<file path="src/rtl/ddfs_sweep_ctrl.sv">
// Frequency-sweep scheduler driving the DDFS phase accumulator's ftw, enable tick and phase clear.
// Build option DDFS_SWEEP_TRIANGLE_EN: repeating sweeps bounce between the limits instead of restarting.
module ddfs_sweep_ctrl #(
    parameter int unsigned W  = 8,
    parameter int unsigned DW = 16,
    parameter int unsigned L  = 521
) (
    input  logic          clk,
    input  logic          reset_n,
    input  logic          cfg_valid,
    output logic          cfg_ready,
    input  logic [W-1:0]  cfg_start_ftw,
    input  logic [W-1:0]  cfg_stop_ftw,
    input  logic [W-1:0]  cfg_step,
    input  logic [DW-1:0] cfg_dwell,
    input  logic          cfg_repeat,
    input  logic          abort,
    output logic [W-1:0]  ftw,
    output logic          acc_enable,
    output logic          acc_clear,
    output logic          busy,
    output logic          sweep_done
);

    localparam int unsigned TW = (L > 1) ? $clog2(L) : 1;
    localparam logic [TW-1:0] TICK_LAST = TW'(L - 1);

    typedef enum logic [2:0] {
        S_IDLE,
        S_LOAD,
        S_RUN,
        S_STEP,
        S_DONE
    } state_t;

    state_t        state, state_d;
    logic [TW-1:0] tick_q, tick_d;
    logic [DW-1:0] dwell_q, dwell_d;
    logic [DW-1:0] dwell_cfg_q, dwell_cfg_d;
    logic [W-1:0]  start_q, start_d;
    logic [W-1:0]  stop_q, stop_d;
    logic [W-1:0]  step_q, step_d;
    logic          rep_q, rep_d;
    logic          up_q, up_d;
    logic [W-1:0]  ftw_d;
    logic          accept;
    logic [DW-1:0] dwell_load;
    logic [W:0]    step_sum;
    logic          over;

    assign cfg_ready  = (state == S_IDLE) && !abort;
    assign accept     = cfg_valid && cfg_ready;
    assign dwell_load = (dwell_cfg_q == '0) ? DW'(1) : dwell_cfg_q;

    // Next candidate at W+1 bits so carry/borrow shows up in the top bit.
    assign step_sum = up_q ? ({1'b0, ftw} + {1'b0, step_q}) : ({1'b0, ftw} - {1'b0, step_q});
    assign over     = (step_q == '0) || step_sum[W] ||
                      (up_q ? (step_sum[W-1:0] > stop_q) : (step_sum[W-1:0] < stop_q));

`ifdef DDFS_SWEEP_TRIANGLE_EN
    // Step taken in the reversed direction, checked against the new limit (old start).
    logic [W:0] rev_sum;
    logic       rev_over;
    assign rev_sum  = up_q ? ({1'b0, ftw} - {1'b0, step_q}) : ({1'b0, ftw} + {1'b0, step_q});
    assign rev_over = (step_q == '0) || rev_sum[W] ||
                      (up_q ? (rev_sum[W-1:0] < start_q) : (rev_sum[W-1:0] > start_q));
`endif

    always_comb begin
        state_d     = state;
        ftw_d       = ftw;
        tick_d      = '0;
        dwell_d     = dwell_q;
        dwell_cfg_d = dwell_cfg_q;
        start_d     = start_q;
        stop_d      = stop_q;
        step_d      = step_q;
        rep_d       = rep_q;
        up_d        = up_q;

        if (abort && (state != S_IDLE)) begin
            state_d = S_IDLE;
        end else begin
            case (state)
                S_IDLE: begin
                    if (accept) begin
                        state_d     = S_LOAD;
                        start_d     = cfg_start_ftw;
                        stop_d      = cfg_stop_ftw;
                        step_d      = cfg_step;
                        dwell_cfg_d = cfg_dwell;
                        rep_d       = cfg_repeat;
                        up_d        = (cfg_start_ftw <= cfg_stop_ftw);
                        ftw_d       = cfg_start_ftw;
                        dwell_d     = (cfg_dwell == '0) ? DW'(1) : cfg_dwell;
                    end
                end
                S_LOAD: begin
                    state_d = S_RUN;
                end
                S_RUN: begin
                    if (tick_q == TICK_LAST) begin
                        dwell_d = dwell_q - DW'(1);
                        if (dwell_q <= DW'(1)) begin
                            state_d = S_STEP;
                        end
                    end else begin
                        tick_d = tick_q + TW'(1);
                    end
                end
                S_STEP: begin
                    if (!over) begin
                        ftw_d   = step_sum[W-1:0];
                        dwell_d = dwell_load;
                        state_d = S_RUN;
                    end else if (!rep_q) begin
                        state_d = S_DONE;
                    end else begin
`ifdef DDFS_SWEEP_TRIANGLE_EN
                        // Land on the limit unless already there, then head back.
                        if (ftw != stop_q) begin
                            ftw_d = stop_q;
                        end else begin
                            ftw_d = rev_over ? start_q : rev_sum[W-1:0];
                        end
                        up_d    = !up_q;
                        start_d = stop_q;
                        stop_d  = start_q;
                        dwell_d = dwell_load;
                        state_d = S_RUN;
`else
                        ftw_d   = start_q;
                        dwell_d = dwell_load;
                        state_d = S_LOAD;
`endif
                    end
                end
                S_DONE: begin
                    state_d = S_IDLE;
                end
                default: begin
                    state_d = S_IDLE;
                end
            endcase
        end
    end

    // Outputs are registered from the next state so they line up with the state they describe.
    always_ff @(posedge clk) begin
        if (reset_n) begin
            state       <= S_IDLE;
            ftw         <= '0;
            tick_q      <= '0;
            dwell_q     <= '0;
            dwell_cfg_q <= '0;
            start_q     <= '0;
            stop_q      <= '0;
            step_q      <= '0;
            rep_q       <= 1'b0;
            up_q        <= 1'b0;
            acc_enable  <= 1'b0;
            acc_clear   <= 1'b0;
            busy        <= 1'b0;
            sweep_done  <= 1'b0;
        end else begin
            state       <= state_d;
            ftw         <= ftw_d;
            tick_q      <= tick_d;
            dwell_q     <= dwell_d;
            dwell_cfg_q <= dwell_cfg_d;
            start_q     <= start_d;
            stop_q      <= stop_d;
            step_q      <= step_d;
            rep_q       <= rep_d;
            up_q        <= up_d;
            acc_enable  <= (state_d == S_RUN) && (tick_d == TICK_LAST);
            acc_clear   <= (state_d == S_LOAD);
            busy        <= (state_d != S_IDLE);
            sweep_done  <= (state_d == S_DONE);
        end
    end

endmodule

</file>
<file path="config.mk">
export PLATFORM = sky130hd
export DESIGN_NAME = ddfs_sweep_ctrl
export DESIGN_NICKNAME = d
export VERILOG_FILES = /design/src/rtl/ddfs_sweep_ctrl.sv
export SDC_FILE = /design/constraint.sdc
export NUM_CORES = 1
export LEC_CHECK = 0
export ABC_AREA = 1
export BUFFER_PORTS_ARGS = -buffer_cell sky130_fd_sc_hd__buf_2
export CAP_MARGIN = 10
export CORE_MARGIN = 5
export CORE_UTILIZATION = 52
export CTS_BUF_LIST = sky130_fd_sc_hd__clkbuf_2 sky130_fd_sc_hd__clkbuf_4 sky130_fd_sc_hd__clkbuf_8
export DETAILED_ROUTE_END_ITERATION = 10
export PLACE_DENSITY = 0.72
export SLEW_MARGIN = 10
export SYNTH_ARGS = -nofsm -noshare
export SYNTH_HDL_FRONTEND = slang
export SYNTH_SLANG_ARGS = --single-unit
</file>
<file path="constraint.sdc">
create_clock -name clk -period 10.05 [get_ports clk]
set_input_delay 1.005 -clock clk [delete_from_list [all_inputs] [get_ports clk]]
set_output_delay 1.005 -clock clk [all_outputs]
set_load 0.005 [all_outputs]
</file>
After elaboration in Yosys (flattened, before gate mapping)
Index checks and enable logic that the tools add are counted.
{"block": "classes", "n_eq_ne": 11, "order_cmp": 4, "muxes": 23, "n_bitwise": 1, "n_reduce_logical": 18, "add_sub_neg": 4}
{"cell": "16-bit 2-to-1 mux", "n": 6}
{"cell": "16-bit one-hot mux with 3 select lines", "n": 1}
{"cell": "16-bit zero test", "n": 2}
{"cell": "10-bit 2-to-1 mux", "n": 3}
{"cell": "8-bit 2-to-1 mux", "n": 3}
{"cell": "10-bit equality test (second input constant)", "n": 2}
{"cell": "3-bit 2-to-1 mux", "n": 6}
{"cell": "16-bit by 1-bit less-or-equal comparator with 1-bit output (second input constant)", "n": 1}
{"cell": "8-bit one-hot mux with 2 select lines", "n": 1}
{"cell": "16-bit by 1-bit subtractor with 16-bit output (second input constant)", "n": 1}
{"cell": "3-bit one-hot mux with 4 select lines", "n": 1}
{"cell": "10-bit by 1-bit adder with 10-bit output (second input constant)", "n": 1}
{"cell": "8-bit by 8-bit adder with 9-bit output", "n": 1}
{"cell": "3-bit by 2-bit equality test with 1-bit output (second input constant)", "n": 3}
{"cell": "9-bit 2-to-1 mux", "n": 1}
{"cell": "3-bit nonzero test", "n": 3}
{"cell": "8-bit by 8-bit subtractor with 9-bit output", "n": 1}
{"cell": "8-bit > comparator", "n": 1}
{"cell": "8-bit less-or-equal comparator", "n": 1}
{"cell": "8-bit zero test", "n": 1}
{"cell": "8-bit < comparator", "n": 1}
{"cell": "3-bit by 1-bit equality test with 1-bit output (second input constant)", "n": 2}
{"cell": "5-bit AND reduction", "n": 1}
{"cell": "1-bit logical AND", "n": 4}
{"cell": "11 further kinds", "n": 13}
{"block": "word_totals", "out_inout_bits": 13, "in_bits": 45, "regBits": 83}

Depth between registers and ports, before layout
{"block": "depth", "word_depth": 10, "depth_mapped": 30, "mapped_depth_nobuf": 30}

Worst setup path after synthesis
OpenSTA, ideal clock, no wires.
{"block": "synth_path", "path_kind": "reg2reg", "start": "reg step_q[0]", "end": "reg ftw[0]", "path_buffers": 1, "slack_ns": 6.639, "path_stages_with_launch": 26, "t_arrival_ns": 3.298, "path_cell_list": "dfxtp_1 -> inv_1 -> ha_1 -> inv_1 -> nor2_1 -> a21oi_1 -> xor2_1 -> ha_1 -> a21o_1 -> a21boi_0 -> nand3_1 -> nand2_1 -> inv_1 -> ha_1 -> a21o_1 -> nor2_1 -> nand2_1 -> nand2_1 -> nand2_1 -> nand2_2 -> nand2_2 -> nand3_4 -> nand3_2 -> buf_4 -> nor2_1 -> nor2_1"}
{"block": "synth_between", "elab_chain_cells": 7}
{"element": "start: declaration", "line_no": "42", "rtl": "logic [W-1:0] step_q, step_d;"}
{"element": "start signal: assignment", "line_no": "173", "rtl": "step_q <= step_d;"}
{"element": "8-bit by 8-bit subtractor with 9-bit output / 8-bit by 8-bit adder with 9-bit output (equally long branches)", "line_no": "56", "rtl": "assign step_sum = up_q ? ({1'b0, ftw} + {1'b0, step_q}) : ({1'b0, ftw} - {1'b0, step_q});"}
{"element": "9-bit 2-to-1 mux", "line_no": "56"}
{"element": "8-bit < comparator / 8-bit > comparator (equally long branches)", "line_no": "58", "rtl": "(up_q ? (step_sum[W-1:0] > stop_q) : (step_sum[W-1:0] < stop_q));"}
{"element": "1-bit 2-to-1 mux", "line_no": "58"}
{"element": "1-bit logical OR", "line_no": "57", "rtl": "assign over = (step_q == '0) || step_sum[W] ||"}
{"element": "3-bit inequality test (no source line) / 8-bit 2-to-1 mux (equally long branches)"}
{"element": "4-bit AND reduction (no source line) / 8-bit one-hot mux with 2 select lines (equally long branches)"}
{"element": "end signal: assignment", "line_no": "167", "rtl": "ftw <= ftw_d;"}
{"element": "end: declaration", "line_no": "18", "rtl": "output logic [W-1:0] ftw,"}
Several ways; a longest one is shown, not always the timed one.
A chain may end at the register's enable or synchronous reset.

Worst setup path after layout
{"block": "layout_path", "start": "reg step_q[0]", "end": "reg dwell_q[13]"}
{"block": "layout_between", "elab_chain_cells": 7}
{"element": "8-bit by 8-bit subtractor with 9-bit output / 8-bit by 8-bit adder with 9-bit output (equally long branches)", "line_no": "56"}
{"element": "9-bit 2-to-1 mux", "line_no": "56"}
{"element": "8-bit < comparator / 8-bit > comparator (equally long branches)", "line_no": "58"}
{"element": "1-bit 2-to-1 mux", "line_no": "58"}
{"element": "1-bit logical OR *", "line_no": "57"}
{"element": "3-bit inequality test (no source line) / 16-bit 2-to-1 mux (equally long branches)"}
{"element": "5-bit AND reduction (no source line) / 16-bit one-hot mux with 3 select lines (equally long branches)"}
{"element": "end signal: assignment", "line_no": "169", "rtl": "dwell_q <= dwell_d;"}
{"element": "end: declaration", "line_no": "38", "rtl": "logic [DW-1:0] dwell_q, dwell_d;"}
Every way passes the cells marked *; elsewhere a longest branch is shown, timed or not.

==> qor.csv <==
stage;metric;value;unit
outcome;status;completed;
placement;port bufs;57;
critical_path;Worst Setup Path Type;reg -> reg;
global_routing;Total GRT Usage;22.2;%
pwr;pwr/cell area;169;mW/mm²
clock_tree;Setup Fix Bufs, Post-CTS;0;
route;WL final;12.3;mm
synth;register bit total from synthesis;83;
pwr;Power Total;936;µW
clock_tree;Skew-Pair Late Insertion Delay;350;ps
sta;Final Hold Violating Endpoints;0;
floorplanning;Placement Rows;35;
critical_path;origin of the critical flop-to-flop path;step_q[0];
critical_path;reg2reg path depth;27;
synth;sequential element share of the synthesized area;33.5;%
sta;Slew @ Worst Pin;714;ps
critical_path;Worst EP arrival;4380;ps
synth;share of the synthesized area in the top cell type;33.5;%
critical_path;crit path to;dwell_q[13];
clock_tree;CTS tree;yes;
synth;ys async rst share;0;%
global_routing;pin count of the biggest net entering global routing;72;
sta;fmax;244;MHz
route;routed vias/inst;5.21;
clock_tree;CTS buffer count;9;
route;ANT nets after route;0;
floorplanning;Die Wd;108;µm
run;Max Cap Viol;0;
clock_tree;TritonCTS Sinks;83;
sta;Finish-stage setup viols;0;
route;drt pass-1 iters;5;
sta;unrepaired setup endpoints after global routing;no;
route;Iteration-0 DRC Markers;242;
sta;Slew headroom;52.3;%
finish;nets;865;
synth;Post-synth top cells;nand2_1 (146), nor2_1 (105), inv_1 (94);
floorplanning;num ports;58;
pwr;VDD IR max;0.0916;mV
sta;fin crit period;4090;ps
floorplanning;Initial Utilization;53.5;%
sta;max-slew violations;0;
synth;synth top area cells;dfxtp_1 (33%), nand2_1 (11%), nor2_1 (7.9%);
sta;setup_tns;0;ps
clock_tree;Root Buffer;clkbuf_8;
route;Via Count;4804;
synth;most numerous cell in the Yosys netlist;nand2_1;
finish;Util after Layout;59.8;%
route;drc violations;0;
placement;HPWL Detailed;9.42;mm
critical_path;CP endpoint kind;flip-flop;
finish;share of cells above drive strength 1;12.0;%
synth;EDFF count, synth;0;
critical_path;Worst Setup SP;step_q[0];
finish;post-route design area;0.00555;mm²
critical_path;worst-path maximum fanout;15;
pwr;P_leak;2.63;nW
floorplanning;die area;0.0116;mm²
critical_path;R2R Path End;dwell_q[13];
finish;FILL cells;930;
critical_path;Crit path required time;10340;ps
clock_tree;H-Tree Depth;3;
critical_path;Startpoint Class;flip-flop;
sta;Layout Skew;9.88;ps
global_routing;gr ovfl total;0;
global_routing;global-route wire length before repair;20.9;mm
clock_tree;clk buf depth;2;
critical_path;R2R setup slack;5960;ps
sta;WHS;467;ps
clock_tree;clock-pin slew on the worst setup and hold paths;90;ps
floorplanning;core area;0.00928;mm²
synth;Mean Syn Cell Area;6.67;µm²
worst_hold_path;worst hold path type;reg -> reg;
synth;Unique masters post-synth;38;
global_routing;number of global-route vias before repair;4637;
synth;Post-Syn Instances;744;
floorplanning;Die H;108;µm
synth;Synth warnings;0;
synth;syn_nets;821;
finish;Layout Area Growth over Synthesis;11.8;%
global_routing;initial antenna violation count;0;
synth;leading area contributor after synthesis;dfxtp_1;
clock_tree;Resized cells post-CTS;0;
clock_tree;CTS Hold Bufs;0;
placement;GP Congestion;0.904;
route;wire length per cell;13.3;µm
finish;diode count;0;
placement;Cell Area, Placed;0.00532;mm²
synth;Synth Cell Area;0.00496;mm²
sta;fin crit share;40.7;%
synth;commonest register cell after synthesis;dfxtp_1;
[registers in the layout (all words and copies together), names as in the netlist, 3 cells and up]
signal	cells
dwell_cfg_q	16
dwell_q	16
tick_q	10
ftw	8
start_q	8
step_q	8
stop_q	8
state	3
[stage by stage]
step / setup slack, ps / instances
after floorplan: 6640 / 744
after global placement: 6110 / 906
after detailed placement: 5990 / 906
after CTS: 5950 / 922
after global routing: 5430 / 922
final: 5960 / 922
[placed cells by master, fill, tap and decap left out, types with 3 or more instances in the layout]
cell	instances
nand2_1	146
nor2_1	105
inv_1	94
dfxtp_1	83
a21oi_1	66
buf_2	57
o21ai_0	50
nand3_1	48
ha_1	31
nand4_1	16
xor2_1	11
clkbuf_8	10
nor4_1	9
o211ai_1	8
nand2_2	7
nor3_1	6
o21ai_1	5
a221oi_1	4
inv_2	4
a21o_1	3
buf_4	3
[metal layers]
layer	wire, µm	GRT usage (%)	up-vias
li1	-	-	2528
met1	5550	27.3	2158
met2	6010	39.4	96
met3	491	3.30	22
met4	237	7.39	0
met5	0	0	-
[cells by family after synthesis]
kind of cell,synth area share (%)
AOI/OAI and AO/OA,15.8
and+or+nand+nor,30.8
xor gates and xnor gates,2.12
buffers and inverters,9.68
DFF,33.5
adders and majority gates,8.22
[worst min-delay path by stage]
stage / slack, ps / startpoint / cells past startpoint / endpoint
floorplan: 430 / tick_q[0] / 1 / tick_q[0]
global placement: 440 / start_q[7] / 2 / start_q[7]
detailed placement: 450 / start_q[7] / 2 / start_q[7]
CTS: 460 / start_q[7] / 2 / start_q[7]
global route: 500 / start_q[3] / 2 / start_q[3]
finish: 470 / start_q[7] / 2 / start_q[7]
[area by class of cell]
class                      instances  area, µm²  share of cell area (%)
tap                              129        161                    2.91
sequential                        83       1660                    29.9
multi-input combinational        536       2820                    50.8
clock buffer                      11        145                    2.61
timing repair buffer              60        308                    5.55
clock inverter                     5       85.1                    1.53
inverter                          98        368                    6.63
[worst max-delay path: stages (launching register included)]
cell	delay, ps
dfxtp_1	370
inv_1	80
ha_1	210
inv_1	90
nor2_1	60
a21oi_1	150
xor2_1	170
ha_1	300
a21o_1	200
a21boi_0	220
nand3_1	100
nand2_1	110
inv_1	50
ha_1	290
nand2_1	70
nor2_1	130
nand2_1	70
nand2_1	70
nand2_1	50
nand2_1	60
nand2_2	110
nand2_2	240
nand3_4	150
nand2_2	270
inv_2	180
nand2_1	90
nand2_1	50
nor2_1	90
[power breakdown]
| part | internal [mW] | switching (mW) | leakage [nW] |
|---|---|---|---|
| Sequential | 0.355 | 0.0214 | 0.681 |
| Clock | 0.151 | 0.122 | 0.114 |
| Combinational | 0.104 | 0.183 | 1.84 |
(Power assumes the default switching activity.)
